### src/rtl/airi5c_prebuf_q.sv
// rtl/airi5c_prebuf_q.sv - instruction prefetch halfword queue with 16/32-bit instruction framing
//
// Purpose: buffers 32-bit fetch words as a circular stream of halfwords and
// presents a 32-bit instruction window starting at the oldest halfword, with
// compressed (16-bit) and full (32-bit) instruction length decoding.
//
// Ports:
//   clk_i            clock, rising edge
//   rst_ni           asynchronous active-low reset
//   flush_i          synchronous clear of queue contents (priority over push/pop)
//   flush_misalign_i with flush_i: drop low halfword of first word pushed after flush
//   push_valid_i     fetch word offered
//   push_data_i      fetch word, [15:0] precedes [31:16] in program order
//   push_ready_o     queue can accept a word this cycle
//   instr_o          instruction window at the oldest stored halfword
//   instr_valid_o    instr_o holds a complete instruction
//   pop_i            consumer takes the instruction on instr_o
//   level_o          number of stored halfwords
module airi5c_prebuf_q #(
    parameter int DEPTH    = 4,
    parameter int HW_CNT_W = $clog2(2*DEPTH) + 1
) (
    input  logic                clk_i,
    input  logic                rst_ni,
    input  logic                flush_i,
    input  logic                flush_misalign_i,
    input  logic                push_valid_i,
    input  logic [31:0]         push_data_i,
    output logic                push_ready_o,
    output logic [31:0]         instr_o,
    output logic                instr_valid_o,
    input  logic                pop_i,
    output logic [HW_CNT_W-1:0] level_o
);

    localparam int NHW   = 2 * DEPTH;
    localparam int PTR_W = $clog2(NHW);

    // Halfword storage is deliberately not reset; every output is qualified by count.
    logic [15:0]         hw_q [NHW];

    logic [PTR_W-1:0]    rptr_q, rptr_d;
    logic [PTR_W-1:0]    wptr_q, wptr_d;
    logic [HW_CNT_W-1:0] count_q, count_d;
    logic                mis_q, mis_d;

    logic [PTR_W-1:0]    rptr_inc, wptr_inc;
    logic [15:0]         lo_hw, hi_hw;
    logic                is_16b;
    logic                push_acc, pop_acc;
    logic                wr0_en, wr1_en;
    logic [15:0]         wr0_data, wr1_data;
    logic [HW_CNT_W-1:0] push_n, pop_n;

    assign rptr_inc = rptr_q + PTR_W'(1);
    assign wptr_inc = wptr_q + PTR_W'(1);

    // Window is built from registered state only, so push_data_i never reaches instr_o.
    assign lo_hw  = (count_q >= HW_CNT_W'(1)) ? hw_q[rptr_q]   : 16'h0;
    assign hi_hw  = (count_q >= HW_CNT_W'(2)) ? hw_q[rptr_inc] : 16'h0;
    assign is_16b = (lo_hw[1:0] != 2'b11);

    assign instr_o       = {hi_hw, lo_hw};
    assign instr_valid_o = (count_q >= HW_CNT_W'(1) && is_16b) ||
                           (count_q >= HW_CNT_W'(2) && !is_16b);
    // Two free halfword slots needed; independent of pop_i in the same cycle.
    assign push_ready_o  = (count_q <= HW_CNT_W'(NHW - 2));
    assign level_o       = count_q;

    assign push_acc = push_valid_i && push_ready_o && !flush_i;
    assign pop_acc  = pop_i && instr_valid_o && !flush_i;

    always_comb begin
        wr0_en   = 1'b0;
        wr1_en   = 1'b0;
        wr0_data = push_data_i[15:0];
        wr1_data = push_data_i[31:16];
        push_n   = '0;
        pop_n    = '0;
        rptr_d   = rptr_q;
        wptr_d   = wptr_q;
        count_d  = count_q;
        mis_d    = mis_q;

        if (push_acc) begin
            if (mis_q) begin
                // Misaligned restart: only the upper halfword belongs to the stream.
                wr0_en   = 1'b1;
                wr0_data = push_data_i[31:16];
                push_n   = HW_CNT_W'(1);
                wptr_d   = wptr_q + PTR_W'(1);
                mis_d    = 1'b0;
            end else begin
                wr0_en   = 1'b1;
                wr1_en   = 1'b1;
                push_n   = HW_CNT_W'(2);
                wptr_d   = wptr_q + PTR_W'(2);
            end
        end

        if (pop_acc) begin
            pop_n  = is_16b ? HW_CNT_W'(1) : HW_CNT_W'(2);
            rptr_d = rptr_q + (is_16b ? PTR_W'(1) : PTR_W'(2));
        end

        count_d = count_q + push_n - pop_n;

        if (flush_i) begin
            wr0_en  = 1'b0;
            wr1_en  = 1'b0;
            rptr_d  = '0;
            wptr_d  = '0;
            count_d = '0;
            mis_d   = flush_misalign_i;
        end
    end

    always_ff @(posedge clk_i or negedge rst_ni) begin
        if (!rst_ni) begin
            rptr_q  <= '0;
            wptr_q  <= '0;
            count_q <= '0;
            mis_q   <= 1'b0;
        end else begin
            rptr_q  <= rptr_d;
            wptr_q  <= wptr_d;
            count_q <= count_d;
            mis_q   <= mis_d;
        end
    end

    always_ff @(posedge clk_i) begin
        if (wr0_en) hw_q[wptr_q]   <= wr0_data;
        if (wr1_en) hw_q[wptr_inc] <= wr1_data;
    end

endmodule

### config.mk
export PLATFORM = sky130hd
export DESIGN_NAME = airi5c_prebuf_q
export DESIGN_NICKNAME = d
export VERILOG_FILES = /design/src/rtl/airi5c_prebuf_q.sv
export SDC_FILE = /design/constraint.sdc
export NUM_CORES = 1
export LEC_CHECK = 0
export ABC_AREA = 1
export CAP_MARGIN = 20
export CORE_MARGIN = 2
export CORE_UTILIZATION = 45
export CTS_BUF_LIST = sky130_fd_sc_hd__clkbuf_2 sky130_fd_sc_hd__clkbuf_4 sky130_fd_sc_hd__clkbuf_8
export DETAILED_ROUTE_END_ITERATION = 10
export DONT_BUFFER_PORTS = 1
export MAX_ROUTING_LAYER = met4
export PLACE_DENSITY_LB_ADDON = 0.25
export SLEW_MARGIN = 5
export SYNTH_ARGS = -nofsm -noshare
export SYNTH_HDL_FRONTEND = slang
export SYNTH_SLANG_ARGS = --single-unit
### constraint.sdc
create_clock -name clk_i -period 2.95 [get_ports clk_i]
set_clock_uncertainty 0.1 [all_clocks]
set_input_delay 0.7375 -clock clk_i [delete_from_list [all_inputs] [get_ports clk_i]]
set_output_delay 0.7375 -clock clk_i [all_outputs]
set_load 0.005 [all_outputs]
==> flow_summary.yaml <==
worst_setup_path:
  critPathTopFamily: "flip-flops"
  end_kind: "output port"
  critPathKind: "reg2out"
  critPathSlowestCell: "dfrtp_4"
  startpoint_type: "register"
  crit_top_cell: "buf_4"
  path_max_fanout: 8
  cp.arrival_ns: 2.27
  crit_chain: "ha_4 -> inv_8 -> buf_12 -> o21ai_1 -> o221a_2 -> nor3_2 -> buf_4 -> buf_4"
  required_ns: 2.11
  max_stage_delay_ns: 0.53
  worstPathBufferInverterCount: 4
clock_tree:
  clock_sinks: 139
  cts_buffer_depth: 2
  root_buffer: "clkbuf_8"
  cts.clk_slew.worst_paths_ns: 0.08
  h-tree-depth: 4
  clkLatencyLatePin_ns: 0.46
  numCtsBuffers: 17
  cts_tree: "yes"
grt:
  grt_antenna_before_repair: 0
  grt_overflow_total: 0
  grt_pass1_vias: 7875
  grt_pass1_wl_um: 44500
  gr-usage-all-layers_pct: 30.3
  grt_max_degree: 45
die:
  initial_core_util_pct: 45.6
  die-area_sq_mm: 0.0208
  ios: 76
  die_w_um: 144
  coreArea_sq_mm: 0.0194
  rows: 51
  die_h_um: 144
drt:
  ant_nets: 0
  first_pass_iters: 6
  drtIter0Drc: 1236
  routedWlPerCell_um: 23.0
  routed_wl_um: 32300
  drc: 0
  vias: 8575
  vias_per_cell: 6.12
finish:
  final_net_count: 1178
  drive_gt1_share_pct: 30.0
  diodes: 0
  syn_to_final_growth_pct: 31.5
timing:
  post-route-period-util_pct: 105
  fin_setup_tns_ns: -2.47
  setup_ws_ns: -0.162
  fmax_mhz: 321
  holdWs_ns: 0.231
  rsz0062_at_grt: "yes"
  tightest_slew_ns: 0.638
  drv_slew: 0
  fin_crit_ns: 3.11
  slew_headroom_pct: 57.5
  hold_violations: 0
  finalSetupViolCount: 25
hold_path:
  hp-class: "in2reg"
outcome:
  violations: "setup timing"
  status: "complete, but fails checks"
pwr:
  ir_drop_v: 0.000450
  power_frac_seq_pct: 20.2
  internal_power_mw: 7.37
  p_sw_mw: 5.60
  clkPwrFrac_pct: 12.4
  leakagePower_nw: 4.73
  swShare_pct: 43.2
  finalPower_mw: 13.0
  power.density_mw_per_mm2: 1110
  power_frac_comb_pct: 67.4
synth:
  synth-seq-cells: 139
  synth_fa_ha_area_share_pct: 2.52
  synth_top_area_cell: "edfxtp_1"
  muxShareOfSynthArea_pct: 0
  synth-xor-area-share_pct: 0.297
  yosys-top-cells-area: "edfxtp_1 (43%), o21ai_0 (12%), nand2_1 (8.9%)"
  synth-edff-count: 128
  syn_inst: 1035
  synth_top_family_by_area: "compound AO/OA/AOI/OAI gates"
  synth_flop_cell: "edfxtp_1"
  synth-async-reset-ratio_pct: 7.91
  synth.distinct_cells: 43
  synth_top_area_share_pct: 43.4
  ys_warn_count: 0
  yosysSeqAreaShare_pct: 46.5
  syn_area_sq_mm: 0.00885
  synth-simple-area-share_pct: 18.7
  synth_most_common_cell: "o21ai_0"
  synth_compound_area_share_pct: 25.0
  synth.avg_cell_area_sq_um: 8.55
  syn-num-nets: 1089
  netlist_top_cells_count: "o21ai_0 (213), nand2_1 (210), edfxtp_1 (128)"
placement:
  hpwl_um: 17500
  gp_congestion: 0.902
  portBuffers: 0
job:
  drv_cap: 0
-- cells by family (layout without fill, tap and decap cells) --
| logic type | count (synthesis) | in the layout |
|---|---|---|
| AND/OR/NAND/NOR | 394 | 394 |
| AO/OA/AOI/OAI | 342 | 342 |
| buffers and inverters | 141 | 243 |
| flip-flops | 139 | 139 |
| adder cells (fa/ha/maj) | 16 | 16 |
| XOR/XNOR | 3 | 3 |
-- final timing paths --
path	startpoint	to	slack, ns	cells after the start
min in group asynchronous	rst_ni	rptr_q[2]	0.62	1
worst min-delay path	flush_i	level_o[0]	0.23	1
worst max-delay path	rptr_q[0]	instr_o[30]	-0.16	8
worst min register to register	mis_q	wptr_q[0]	0.57	2
worst max register to register	rptr_q[0]	level_o[3]	-0.11	16
max in group asynchronous	rst_ni	rptr_q[0]	1.67	1
-- registers in the layout, indices dropped and copies added, names as in the netlist --
name	flops
level_o	4
wptr_q	3
rptr_q	3
mis_q	1
hw_q	128
-- through the flow --
step	instances	util, %	setup slack [ns]	area [sq um]
finish	1402	60.0	-0.162	11600
global route	1402	60.0	-0.268	11600
CTS	1369	55.5	-0.155	10800
detailed placement	1312	49.6	-0.0905	9620
global placement	1312	49.6	-0.0357	9620
floorplan	1035	-	-0.100	8860
-- placed cells by master, fill, tap and decap left out, types with 9 or more instances in the layout --
master,count
nor2_2,13
buf_12,20
buf_8,9
buf_6,18
a21oi_1,16
edfxtp_1,128
nor3_4,15
inv_1,54
buf_4,79
nand3_1,29
o21ai_0,182
o21ai_4,16
clkbuf_8,17
o221a_2,32
o21ai_1,47
ha_1,11
dfrtp_1,9
clkbuf_16,10
nor2_1,86
a21oi_2,19
buf_16,9
nor3_2,12
nand2_1,204
-- final cells by class --
class / instances / area (sq um)
Multi-Input combinational cell: 755 / 4660
Fill cell: 1652 / 7750
Sequential cell: 139 / 4120
Tap cell: 265 / 332
Clock inverter: 15 / 168
Inverter: 64 / 280
Timing Repair inverter: 1 / 8.76
Timing Repair Buffer: 146 / 1840
Clock buffer: 17 / 234
-- power by group through the flow --
stage | Combinational [mW] | Sequential, mW | Clock, mW
final | 8.75 | 2.61 | 1.61
after global routing | 9.17 | 2.64 | 1.68
after CTS | 6.97 | 2.60 | 1.60
after detailed placement | 5.25 | 2.65 | 0
after global placement | 5.19 | 2.64 | 0
after floorplan | 3.11 | 2.58 | 0
-- routing by layer --
| metal | GRT usage [%] | vias to the layer above | wire [um] |
|---|---|---|---|
| met1 | 39.7 | 3987 | 12600 |
| li1 | - | 3843 | - |
| met5 | - | - | 0 |
| met4 | 14.0 | 0 | 1560 |
| met2 | 46.5 | 601 | 14700 |
| met3 | 4.87 | 144 | 3350 |
-- repair_timing --
action | CTS | global route
gates cloned | 10 | 13
pin swaps | 22 | 58
endpoints found under the hold margin | 11 | 0
buffers inserted | 18 | 23
hold buffers | 1 | 0
gates resized for setup | 91 | 124
setup endpoints to repair | 32 | 34
Note: power is estimated with default switching activity, not from simulation.
==> RTL edit, RTL diff (config.mk and constraints unchanged) <==
Set the parameter `DEPTH` to 8 (it was 4).
--- a/src/rtl/airi5c_prebuf_q.sv
+++ b/src/rtl/airi5c_prebuf_q.sv
@@ -17,7 +17,7 @@
 //   pop_i            consumer takes the instruction on instr_o
 //   level_o          number of stored halfwords
 module airi5c_prebuf_q #(
-    parameter int DEPTH    = 4,
+    parameter int DEPTH    = 8,
     parameter int HW_CNT_W = $clog2(2*DEPTH) + 1
 ) (
     input  logic                clk_i,
Interface: changed (resized level_o); port bits go from 76 to 77. The function was not compared with the original's and may differ.
==> RTL edit against the original RTL <==
Combinational power increased by 49%. Critical endpoint is now instr_o[18]. Sequential cell count is 131 higher. Worst setup slack got worse by 0.49 ns. Sequential share of layout area grew 2.2 points. Synthesized area is 90% higher. Design area grew 84%. Via count grew 95%. Non-clock buffer count grew 99. Power is 61% higher. The flow still finishes with violations (setup timing). Wire length up 110%. Clock power rose by 110%. Sequential power is 74% higher. Count of clock-buffer cells in the layout up 46.
==> RTL edit: results (changes against the original RTL) <==
stage,metric,value,unit,change
routing,total number of vias,16750,,+95%
place,HPWL Detailed,38.29,mm,+120%
grt,largest net degree at the start of global routing,34,,-24%
setup_path,Worst path top cell family by delay,compound AO/OA/AOI/OAI gates,,
clocking,H-tree level count,2,,-2
grt,met1 GRT Util,44.42,%,+4.7 points
place,Post-Place Setup Slack,-0.3681,ns,-0.2775 ns
clocking,Num CTS Buffers,48,,+31
routing,Met2 Routed Length,30.70,mm,+110%
timing,setup violators final,37,,+48%
cells_and_area,fin nets,2173,,+84%
setup_path,R2R depth,19,,+3
grt,global-route wire length before repair,99.27,mm,+120%
power,Int Pwr,0.01165,W,+58%
synth,ys async rst share,5.185,%,-2.7 points
run_status,status,finished with violations,,
power,Peak supply drop,566.6,uV,+26%
setup_path,crit path to,instr_o[18],,
timing,worst setup margin,-0.6487,ns,-0.4865 ns
place,Area after DPL,18140,um2,+89%
setup_path,CP peak stage delay,0.50,ns,-0.03 ns
grt,vias in the first global route,16050,,+100%
power,P_clk,0.00333,W,+110%
cells_and_area,max reg flops,256,,+100%
run_status,failing checks,setup timing,,
setup_path,CP Max Fanout,14,,+6
synth,synth top area cells,"edfxtp_1 46%, o21ai_0 12%, nand2_1 9.5%, a21oi_1 5.1%, nor2_1 2.8%",,
setup_path,R2R Setup Slk,-0.55,ns,-0.44 ns
-- RTL edit: final cells by class --
class	count	area [um2]	share of cell area [%]
multi-input combinational	1453	8279	38.73
inverter	93	375.4	1.756
tap	468	585.6	2.739
clock inverter	15	67.56	0.3161
sequential	270	8044	37.63
timing repair inverter	2	46.29	0.2166
clock buffer	63	779.5	3.647
timing repair buffer	245	3198	14.96
-- RTL edit: what timing repair did --
item                                   4_1_cts  5_1_grt
pin swaps                                   79       71
endpoints found under the hold margin       14        0
buffers inserted                            44       16
gates cloned                                26        4
hold buffers                                 1        0
setup endpoints to repair                   36       48
resized for setup                          240      112
-- RTL edit: cells by family after synthesis --
logic type | count (synthesis) | synth area share [%]
AND/OR/NAND/NOR | 635 | 15.52
XOR/XNOR | 5 | 0.3494
buffers and inverters | 283 | 7.781
adder cells (fa/ha/maj) | 22 | 1.769
AO/OA/AOI/OAI | 791 | 26.84
flip-flops | 270 | 47.74
